$ cat config.mk
export PLATFORM = sky130hd
export DESIGN_NAME = alu_md
export DESIGN_NICKNAME = d
export VERILOG_FILES = /design/src/rtl/alu_md.sv
export SDC_FILE = /design/constraint.sdc
export NUM_CORES = 1
export LEC_CHECK = 0
export ABC_AREA = 1
export CORE_MARGIN = 4
export CORE_UTILIZATION = 45
export CTS_BUF_LIST = sky130_fd_sc_hd__clkbuf_4 sky130_fd_sc_hd__clkbuf_8 sky130_fd_sc_hd__clkbuf_16
export CTS_CLUSTER_DIAMETER = 30
export DETAILED_ROUTE_END_ITERATION = 7
export GPL_TIMING_DRIVEN = 0
export HOLD_SLACK_MARGIN = 0.05
export PLACE_DENSITY_LB_ADDON = 0.1
export SKIP_CTS_REPAIR_TIMING = 1
export SLEW_MARGIN = 0
export SYNTH_ARGS = -nofsm -noshare
export SYNTH_HDL_FRONTEND = slang
export SYNTH_SLANG_ARGS = --single-unit
$ cat constraint.sdc
create_clock -name clk -period 3.26 [get_ports clk]
set_input_delay 0.326 -clock clk [delete_from_list [all_inputs] [get_ports clk]]
set_output_delay 0.326 -clock clk [all_outputs]
set_load 0.01 [all_outputs]
$ cat src/rtl/alu_md.sv
// Execute-stage integer ALU with iterative multiply/divide and HI/LO registers; DIV/DIVU need ALU_MD_DIV_EN.
// Latency: single-cycle ops 1 clock after accept; MULT/DIV raise out_valid WIDTH+2 clocks after accept.
// Backpressure: in_ready=0 while a multiply/divide is in flight; in_valid is ignored until in_ready returns.
module alu_md #(
    parameter int WIDTH = 32
) (
    input  logic             clk,
    input  logic             rst,
    input  logic             in_valid,
    output logic             in_ready,
    input  logic [3:0]       alu_ctrl,
    input  logic [WIDTH-1:0] src_a,
    input  logic [WIDTH-1:0] src_b,
    output logic             out_valid,
    output logic [WIDTH-1:0] alu_result,
    output logic [WIDTH-1:0] hi,
    output logic [WIDTH-1:0] lo,
    output logic             zero,
    output logic             positive,
    output logic             negative,
    output logic             err
);
    localparam int SHW = $clog2(WIDTH);
    localparam logic [1:0] IDLE = 2'd0;
    localparam logic [1:0] BUSY = 2'd1;
    localparam logic [1:0] FIN  = 2'd2;

    logic [1:0]         state;
    logic [SHW-1:0]     cnt;
    logic [WIDTH-1:0]   opnd;
    logic [WIDTH-1:0]   acc_hi;
    logic [WIDTH-1:0]   acc_lo;
    logic               neg_q;
    logic [WIDTH-1:0]   sc_res;
    logic               sc_err;
    logic               accept;
    logic               start_md;
    logic               op_signed;
    logic               a_neg;
    logic               b_neg;
    logic [WIDTH-1:0]   mag_a;
    logic [WIDTH-1:0]   mag_b;
    logic [WIDTH:0]     mul_sum;
    logic [2*WIDTH-1:0] prod_fix;
`ifdef ALU_MD_DIV_EN
    logic               div_q;
    logic               rneg_q;
    logic               dz_q;
    logic [WIDTH-1:0]   dividend_q;
    logic [WIDTH-1:0]   quo_fix;
    logic [WIDTH-1:0]   rem_fix;
    logic [WIDTH:0]     div_trial;
`endif

    assign in_ready  = (state == IDLE);
    assign accept    = in_valid && in_ready;
`ifdef ALU_MD_DIV_EN
    assign start_md  = accept && (alu_ctrl[3:2] == 2'b11);
`else
    assign start_md  = accept && (alu_ctrl[3:1] == 3'b110);
`endif
    assign op_signed = !alu_ctrl[0];
    assign a_neg     = op_signed && src_a[WIDTH-1];
    assign b_neg     = op_signed && src_b[WIDTH-1];
    assign mag_a     = a_neg ? -src_a : src_a;
    assign mag_b     = b_neg ? -src_b : src_b;

    assign zero     = (alu_result == '0);
    assign negative = alu_result[WIDTH-1];
    assign positive = !alu_result[WIDTH-1] && (alu_result != '0);

    always_comb begin
        sc_res = '0;
        sc_err = 1'b0;
        case (alu_ctrl)
            4'b0000: sc_res = {{(WIDTH-1){1'b0}}, (src_a < src_b)};
            4'b0001: sc_res = src_a + src_b;
            4'b0010: sc_res = src_a - src_b;
            4'b0011: sc_res = src_a & src_b;
            4'b0100: sc_res = src_a | src_b;
            4'b0101: sc_res = src_a ^ src_b;
            4'b0110: sc_res = {{(WIDTH-1){1'b0}}, ($signed(src_a) < $signed(src_b))};
            4'b0111: sc_res = {src_b[WIDTH/2-1:0], {(WIDTH/2){1'b0}}};
            4'b1000: sc_res = src_a << src_b[SHW-1:0];
            4'b1001: sc_res = src_a >> src_b[SHW-1:0];
            4'b1010: sc_res = $signed(src_a) >>> src_b[SHW-1:0];
            4'b1011: sc_res = ~(src_a | src_b);
            // Only reachable for DIV/DIVU when the divider is not built.
            default: sc_err = 1'b1;
        endcase
    end

    // Multiplier: acc_lo starts as the multiplier and is shifted out as the product shifts in.
    assign mul_sum  = {1'b0, acc_hi} + (acc_lo[0] ? {1'b0, opnd} : {(WIDTH+1){1'b0}});
    assign prod_fix = neg_q ? -{acc_hi, acc_lo} : {acc_hi, acc_lo};
`ifdef ALU_MD_DIV_EN
    // Restoring divider: acc_hi is the partial remainder, acc_lo shifts dividend out and quotient in.
    assign div_trial = {acc_hi, acc_lo[WIDTH-1]} - {1'b0, opnd};
    assign quo_fix   = neg_q ? -acc_lo : acc_lo;
    assign rem_fix   = rneg_q ? -acc_hi : acc_hi;
`endif

    always_ff @(posedge clk) begin
        if (rst) begin
            state      <= IDLE;
            cnt        <= '0;
            opnd       <= '0;
            acc_hi     <= '0;
            acc_lo     <= '0;
            neg_q      <= 1'b0;
            alu_result <= '0;
            hi         <= '0;
            lo         <= '0;
            out_valid  <= 1'b0;
            err        <= 1'b0;
`ifdef ALU_MD_DIV_EN
            div_q      <= 1'b0;
            rneg_q     <= 1'b0;
            dz_q       <= 1'b0;
            dividend_q <= '0;
`endif
        end else begin
            out_valid <= 1'b0;
            case (state)
                IDLE: begin
                    if (start_md) begin
                        state  <= BUSY;
                        cnt    <= '0;
                        acc_hi <= '0;
                        neg_q  <= a_neg ^ b_neg;
`ifdef ALU_MD_DIV_EN
                        opnd       <= alu_ctrl[1] ? mag_b : mag_a;
                        acc_lo     <= alu_ctrl[1] ? mag_a : mag_b;
                        div_q      <= alu_ctrl[1];
                        rneg_q     <= a_neg;
                        dz_q       <= (src_b == '0);
                        dividend_q <= src_a;
`else
                        opnd   <= mag_a;
                        acc_lo <= mag_b;
`endif
                    end else if (accept) begin
                        alu_result <= sc_res;
                        err        <= sc_err;
                        out_valid  <= 1'b1;
                    end
                end
                BUSY: begin
                    cnt <= cnt + 1'b1;
                    if (cnt == SHW'(WIDTH-1)) begin
                        state <= FIN;
                    end
`ifdef ALU_MD_DIV_EN
                    if (div_q) begin
                        if (!div_trial[WIDTH]) begin
                            acc_hi <= div_trial[WIDTH-1:0];
                            acc_lo <= {acc_lo[WIDTH-2:0], 1'b1};
                        end else begin
                            acc_hi <= {acc_hi[WIDTH-2:0], acc_lo[WIDTH-1]};
                            acc_lo <= {acc_lo[WIDTH-2:0], 1'b0};
                        end
                    end else begin
                        acc_hi <= mul_sum[WIDTH:1];
                        acc_lo <= {mul_sum[0], acc_lo[WIDTH-1:1]};
                    end
`else
                    acc_hi <= mul_sum[WIDTH:1];
                    acc_lo <= {mul_sum[0], acc_lo[WIDTH-1:1]};
`endif
                end
                FIN: begin
                    state     <= IDLE;
                    out_valid <= 1'b1;
                    err       <= 1'b0;
`ifdef ALU_MD_DIV_EN
                    if (div_q && dz_q) begin
                        lo         <= '1;
                        hi         <= dividend_q;
                        alu_result <= '1;
                    end else if (div_q) begin
                        lo         <= quo_fix;
                        hi         <= rem_fix;
                        alu_result <= quo_fix;
                    end else begin
                        hi         <= prod_fix[2*WIDTH-1:WIDTH];
                        lo         <= prod_fix[WIDTH-1:0];
                        alu_result <= prod_fix[WIDTH-1:0];
                    end
`else
                    hi         <= prod_fix[2*WIDTH-1:WIDTH];
                    lo         <= prod_fix[WIDTH-1:0];
                    alu_result <= prod_fix[WIDTH-1:0];
`endif
                end
                default: state <= IDLE;
            endcase
        end
    end
endmodule

## Word-level counts from Yosys, hierarchy flattened

Cells that the tools add are included.
Widths: inputs -> output; s select.

- Add/sub/neg operators: 7
- Magnitude comparators: 2
- Equal/unequal tests: 19
- Shift-type cells: 3
- Muxes and demuxes: 24
- Bitwise gates (word level): 5
- Reduce and logical (&&, ||, !) cells: 18

Operators with widths:

| kind | number |
|---|---|
| $pmux 32 s12 | 1 |
| $mux 32 | 7 |
| $pmux 32 s2 | 3 |
| $lt 32x32->1 | 2 |
| $mux 64 | 1 |
| $neg 32->32 | 2 |
| $neg 64->64 | 1 |
| $add 32x32->33 | 1 |
| $add 32x32->32 | 1 |
| $and 32x32->32 | 1 |
| $logic_not 32->1 | 1 |
| $not 32->32 | 1 |
| $or 32x32->32 | 1 |
| $reduce_bool 32->1 | 1 |
| $shl 32x5->32 | 1 |
| $shr 32x5->32 | 1 |
| $sshr 32x5->32 | 1 |
| $sub 32x32->32 | 1 |
| $xor 32x32->32 | 1 |
| $eq 4x3->1 const B | 4 |
| $eq 4x4->1 const B | 4 |
| $reduce_or 12->1 | 1 |
| $pmux 5 s2 | 1 |
| $eq 4x2->1 const B | 2 |
| 21 further kinds | 37 |

- Bits in registers: 202
- Output and inout port bits: 102
- Word-level logic and storage cells: 89

## Longest topological paths before layout

- Depth after elaboration: 6
- Gate-level depth with buffers: 20
- Depth with buffers taken out: 18

## Worst setup path before layout

Ideal clock, no wire load.

- Path type: input to register
- From: in src_b[3]
- To: reg alu_result[0]
- Setup time: 0.119 ns
- Arrival time: 2.319 ns
- Slack: 0.821 ns
- Stages: 19
- Path buffers: 3
- Cell sequence: buf_4 -> inv_2 -> clkbuf_1 -> ha_1 -> clkbuf_2 -> nor2_1 -> nand2_1 -> nand3_1 -> nand3_1 -> nand2_1 -> nand2_1 -> nand2_1 -> nand2_1 -> nand2_1 -> nor2_1 -> nor2_1 -> nand2_1 -> nand2_1 -> a21oi_1

- Cells in the longest elaborated chain, start to end: 5
- Elaborated cells on any way between the ends: 9
- Classes of those cells: order compare: 2; shift: 3; mux: 4

Ends and longest elaborated chain:

| element | RTL line | source |
|---|---|---|
| start: declaration | 13 | `input logic [WIDTH-1:0] src_b,` |
| $lt 32x32->1 (tied with other cells) | 82 | `4'b0110: sc_res = {{(WIDTH-1){1'b0}}, ($signed(src_a) < $signed(src_b))};` |
| $pmux 32 s12 * | 75 | `case (alu_ctrl)` |
| $mux 32 * | 142 | `end else if (accept) begin` |
| $mux 32 * | 126 | `if (start_md) begin` |
| $pmux 32 s2 * | 124 | `case (state)` |
| end signal: assignment | 143 | `alu_result <= sc_res;` |
| end signal: assignment | 192 | `alu_result <= prod_fix[WIDTH-1:0];` |
| end: declaration | 15 | `output logic [WIDTH-1:0] alu_result,` |

Mark *: on every way between the ends. The rest lies on a longest branch, timed or not. The select of a mux whose other input is x is not followed.
A chain may end at the register's enable or synchronous reset.

## Final worst setup path

- From: in src_a[13]
- To: reg alu_result[15]

- Cells in the longest elaborated chain, start to end: 5
- Elaborated cells on any way between the ends: 9
- Classes of those cells: add/sub: 2; shift: 3; mux: 4

Ends and longest elaborated chain:

| element | RTL line | source |
|---|---|---|
| start: declaration | 12 | `input logic [WIDTH-1:0] src_a,` |
| $sub 32x32->32 (tied with other cells) | 78 | `4'b0010: sc_res = src_a - src_b;` |
| $pmux 32 s12 * | 75 |  |
| $mux 32 * | 142 |  |
| $mux 32 * | 126 |  |
| $pmux 32 s2 * | 124 |  |

Marks and branches as above.

==> results by group <==
Timing
  – Hold slack: 0.454 ns
  – Setup ws final: -0.189 ns
  – Fin crit share: 106%
  – Setup Skew: 0.0215 ns
  – Fmax: 0.290 GHz
  – Slew of the pin with the lowest slew margin: 1.14 ns
  – Tmin final: 3.45 ns
  – Setup violations, final: 14
  – Fin. Hold Viols: 0
  – Slew Limit Fails: 0
  – Normalized max-slew margin: 24.1%

Clock tree
  – Clock Tree Root: clkbuf_16
  – H-tree depth: 2
  – CTS Buf Count: 34
  – Clk buf depth: 3
  – Clock transition at path regs: 0.05 ns
  – Clock Sinks: 202
  – CTS tree: built
  – Clock latency on the worst-skew pair: 0.52 ns

Run
  – Maxcap violations: 0

Synth
  – Library cells used by synthesis: 55
  – Synthesized cell area: 23,500 sq um
  – Syn_nets: 4,471
  – Ys async rst share: 0%
  – Sequential area share after synthesis: 17.2%
  – EDFF count, synth: 0
  – Syn avg cell area: 5.53 sq um
  – Synth warn: 0
  – Ys flop type: dfxtp_1
  – Gate Count Post-Synth: 4,246
  – Yosys reg bits: 202

Global route
  – Vias in the first global route: 27,800
  – Global route overflow: 0
  – First-pass GRT wire length: 184,000 um
  – Initial antenna violation count: 8
  – All-Layer GR Usage: 43.6%
  – Largest net degree at the start of global routing: 13

Min path
  – Worst Hold Class: in -> reg
  – Worst Min Path Start: src_a[1]
  – WHS Path Cells: 3
  – Hold EP: opnd[1]$_SDFFE_PP0P_

Drt
  – DRC Markers: 0
  – DRT antenna net count: 0
  – DRT Wirelength: 130,000 um
  – DR iter-0 viols: 4,766
  – WL per Instance: 25.2 um
  – Via count: 31,100
  – First-pass detailed-route iteration total: 7
  – Vias/cell: 6.04

Place
  – Dpl cells: 5,097
  – Dpl hpwl: 105,000 um
  – Port bufs: 171
  – RePlAce Congestion: 1.12

Die
  – Starting Density: 45.6%
  – Row count: 83
  – Die Span X: 236 um
  – Die ar.: 55,900 sq um
  – # IOs: 173
  – Vert. Die Dim: 236 um
  – Core Region: 51,500 sq um

Critical path
  – CP startpoint kind: input port
  – Setup crit end kind: flop
  – Worst Path Required: 3.65 ns
  – WS Path Type: in -> reg
  – Worst R2R End: alu_result[2]$_SDFFE_PP0P_
  – Reg2reg setup slack: 0.28 ns
  – Reg2Reg Depth: 7
  – CP max FO: 10
  – WP data arrival: 3.84 ns
  – Reg2Reg Launch Point: state[1]$_SDFFE_PP0P_

Pwr
  – Pwr dens: 345 nW/um^2
  – LEAKAGE: 13.6 nW
  – Worst vdd ir: 0.000380 V
  – Power, Total: 9.43 mW

Status
  – Failing checks: negative setup slack
  – Outcome: finished, violations left

Layout
  – Commonest non-fill, non-tap cell in the layout: nand2_1
  – Final std cells w/o fill: 5,157
  – Most frequent cells in the layout: nand2_1 (1,215), inv_1 (492), nand3_1 (489)
  – Area growth, synth to finish: 16.4%
  – Ratio of cells with drive above 1 in the final layout: 5.99%
  – Nets@finish: 4,677
  – Fillers: 5,625
[cell usage after synthesis (3+ instances only)]
library cell	n	area, sq um
buf_4	7	52.6
a21oi_1	288	1440
xor2_1	43	377
nor2_4	10	113
o21bai_1	17	128
clkinv_1	5	18.8
nor4_1	18	113
buf_1	14	52.6
o21ai_0	247	1240
o21ai_1	25	125
clkbuf_1	78	293
fa_1	3	60.1
a211oi_1	3	22.5
nand4_1	53	332
nand2_1	1216	4560
nand3b_1	14	105
a221oi_1	10	87.6
nand2_2	7	43.8
nand3_1	494	2470
nor3_1	68	340
nor2_2	26	163
o211ai_1	43	323
or2_2	11	68.8
a21o_1	6	45.0
inv_2	22	82.6
dfxtp_1	202	4040
and2_1	10	62.6
inv_1	493	1850
o221ai_1	13	114
nand3_2	8	80.1
nor2_1	475	1780
nor3_2	3	30.0
buf_2	74	370
buf_6	4	45.0
o31ai_1	3	22.5
o22ai_1	26	163
ha_1	151	1890
a31oi_1	33	206
[stage by stage]
stage               instance area (sq um)  setup WS (ns)  setup TNS [ns]  util, %
global placement                    26100          -1.31          -38.83     50.6
CTS                                 27200         -0.736          -14.89     52.8
detailed placement                  26100          -1.27          -38.98     50.6
global route                        27300        -0.0177         -0.0397     53.1
floorplan                           23500          0.821               0        -
finish                              27300         -0.189          -0.992     53.1
[layer usage]
metal  routed length, um  GRT usage, %
met4                9340          23.7
met2               51800          62.7
met3               18600          13.8
met5                 207          1.04
met1               49900          57.8
[registers in the layout, indices dropped and copies added (netlist names)]
name        cells
acc_hi         32
acc_lo         32
alu_result     32
cnt             5
err             1
hi             32
lo             32
neg_q           1
opnd           32
out_valid       1
state           2
[how the worst max path moves through the flow]
stage	start	end	slack (ns)	cells after the start
final	src_a[13]	alu_result[15]$_SDFFE_PP0P_	-0.19	14
after global routing	src_a[14]	alu_result[0]$_SDFFE_PP0P_	-0.02	18
after CTS	src_b[2]	alu_result[5]$_SDFFE_PP0P_	-0.74	17
after detailed placement	src_b[2]	alu_result[5]$_SDFFE_PP0P_	-1.27	17
after global placement	src_b[2]	alu_result[5]$_SDFFE_PP0P_	-1.31	17
after floorplan	src_b[3]	alu_result[0]$_SDFFE_PP0P_	0.82	19
[critical path: stages]
cell            delay [ns]
dlymetal6s2s_1        0.71
inv_1                 0.40
ha_1                  0.47
buf_2                 0.21
nor2_1                0.13
inv_1                 0.14
nor2_1                0.35
a21oi_1               0.16
nand2_1               0.21
nand2_1               0.08
nand3_1               0.10
nand4_1               0.29
nand2_1               0.18
a21oi_1               0.08
[logic make-up after synthesis]
logic type / Yosys count / synth area share (%)
AOI/OAI and AO/OA: 724 / 17.0
DFF: 202 / 17.2
buffers and inverters: 701 / 11.9
adders and majority gates: 154 / 8.30
and+or+nand+nor: 2420 / 43.9
xor gates and xnor gates: 45 / 1.68
[cell type report]
type	instances	area, sq um	share of cell area [%]
well taps	680	851	3.11
flip-flops and latches	202	4040	14.8
clock inverters	22	236	0.865
plain buffers	175	828	3.03
clock buffers	37	897	3.28
repair buffers	174	1790	6.53
multi-input cells	3343	16700	61.2
diodes	2	5.00	0.0183
inverters	522	1970	7.19
[report_power, final]
group,switching (mW),internal [mW]
clock,1.36,2.26
sequential,0.0750,2.53
combinational,2.35,0.859
total,3.78,5.65
Power figures use the tool's default switching activity.
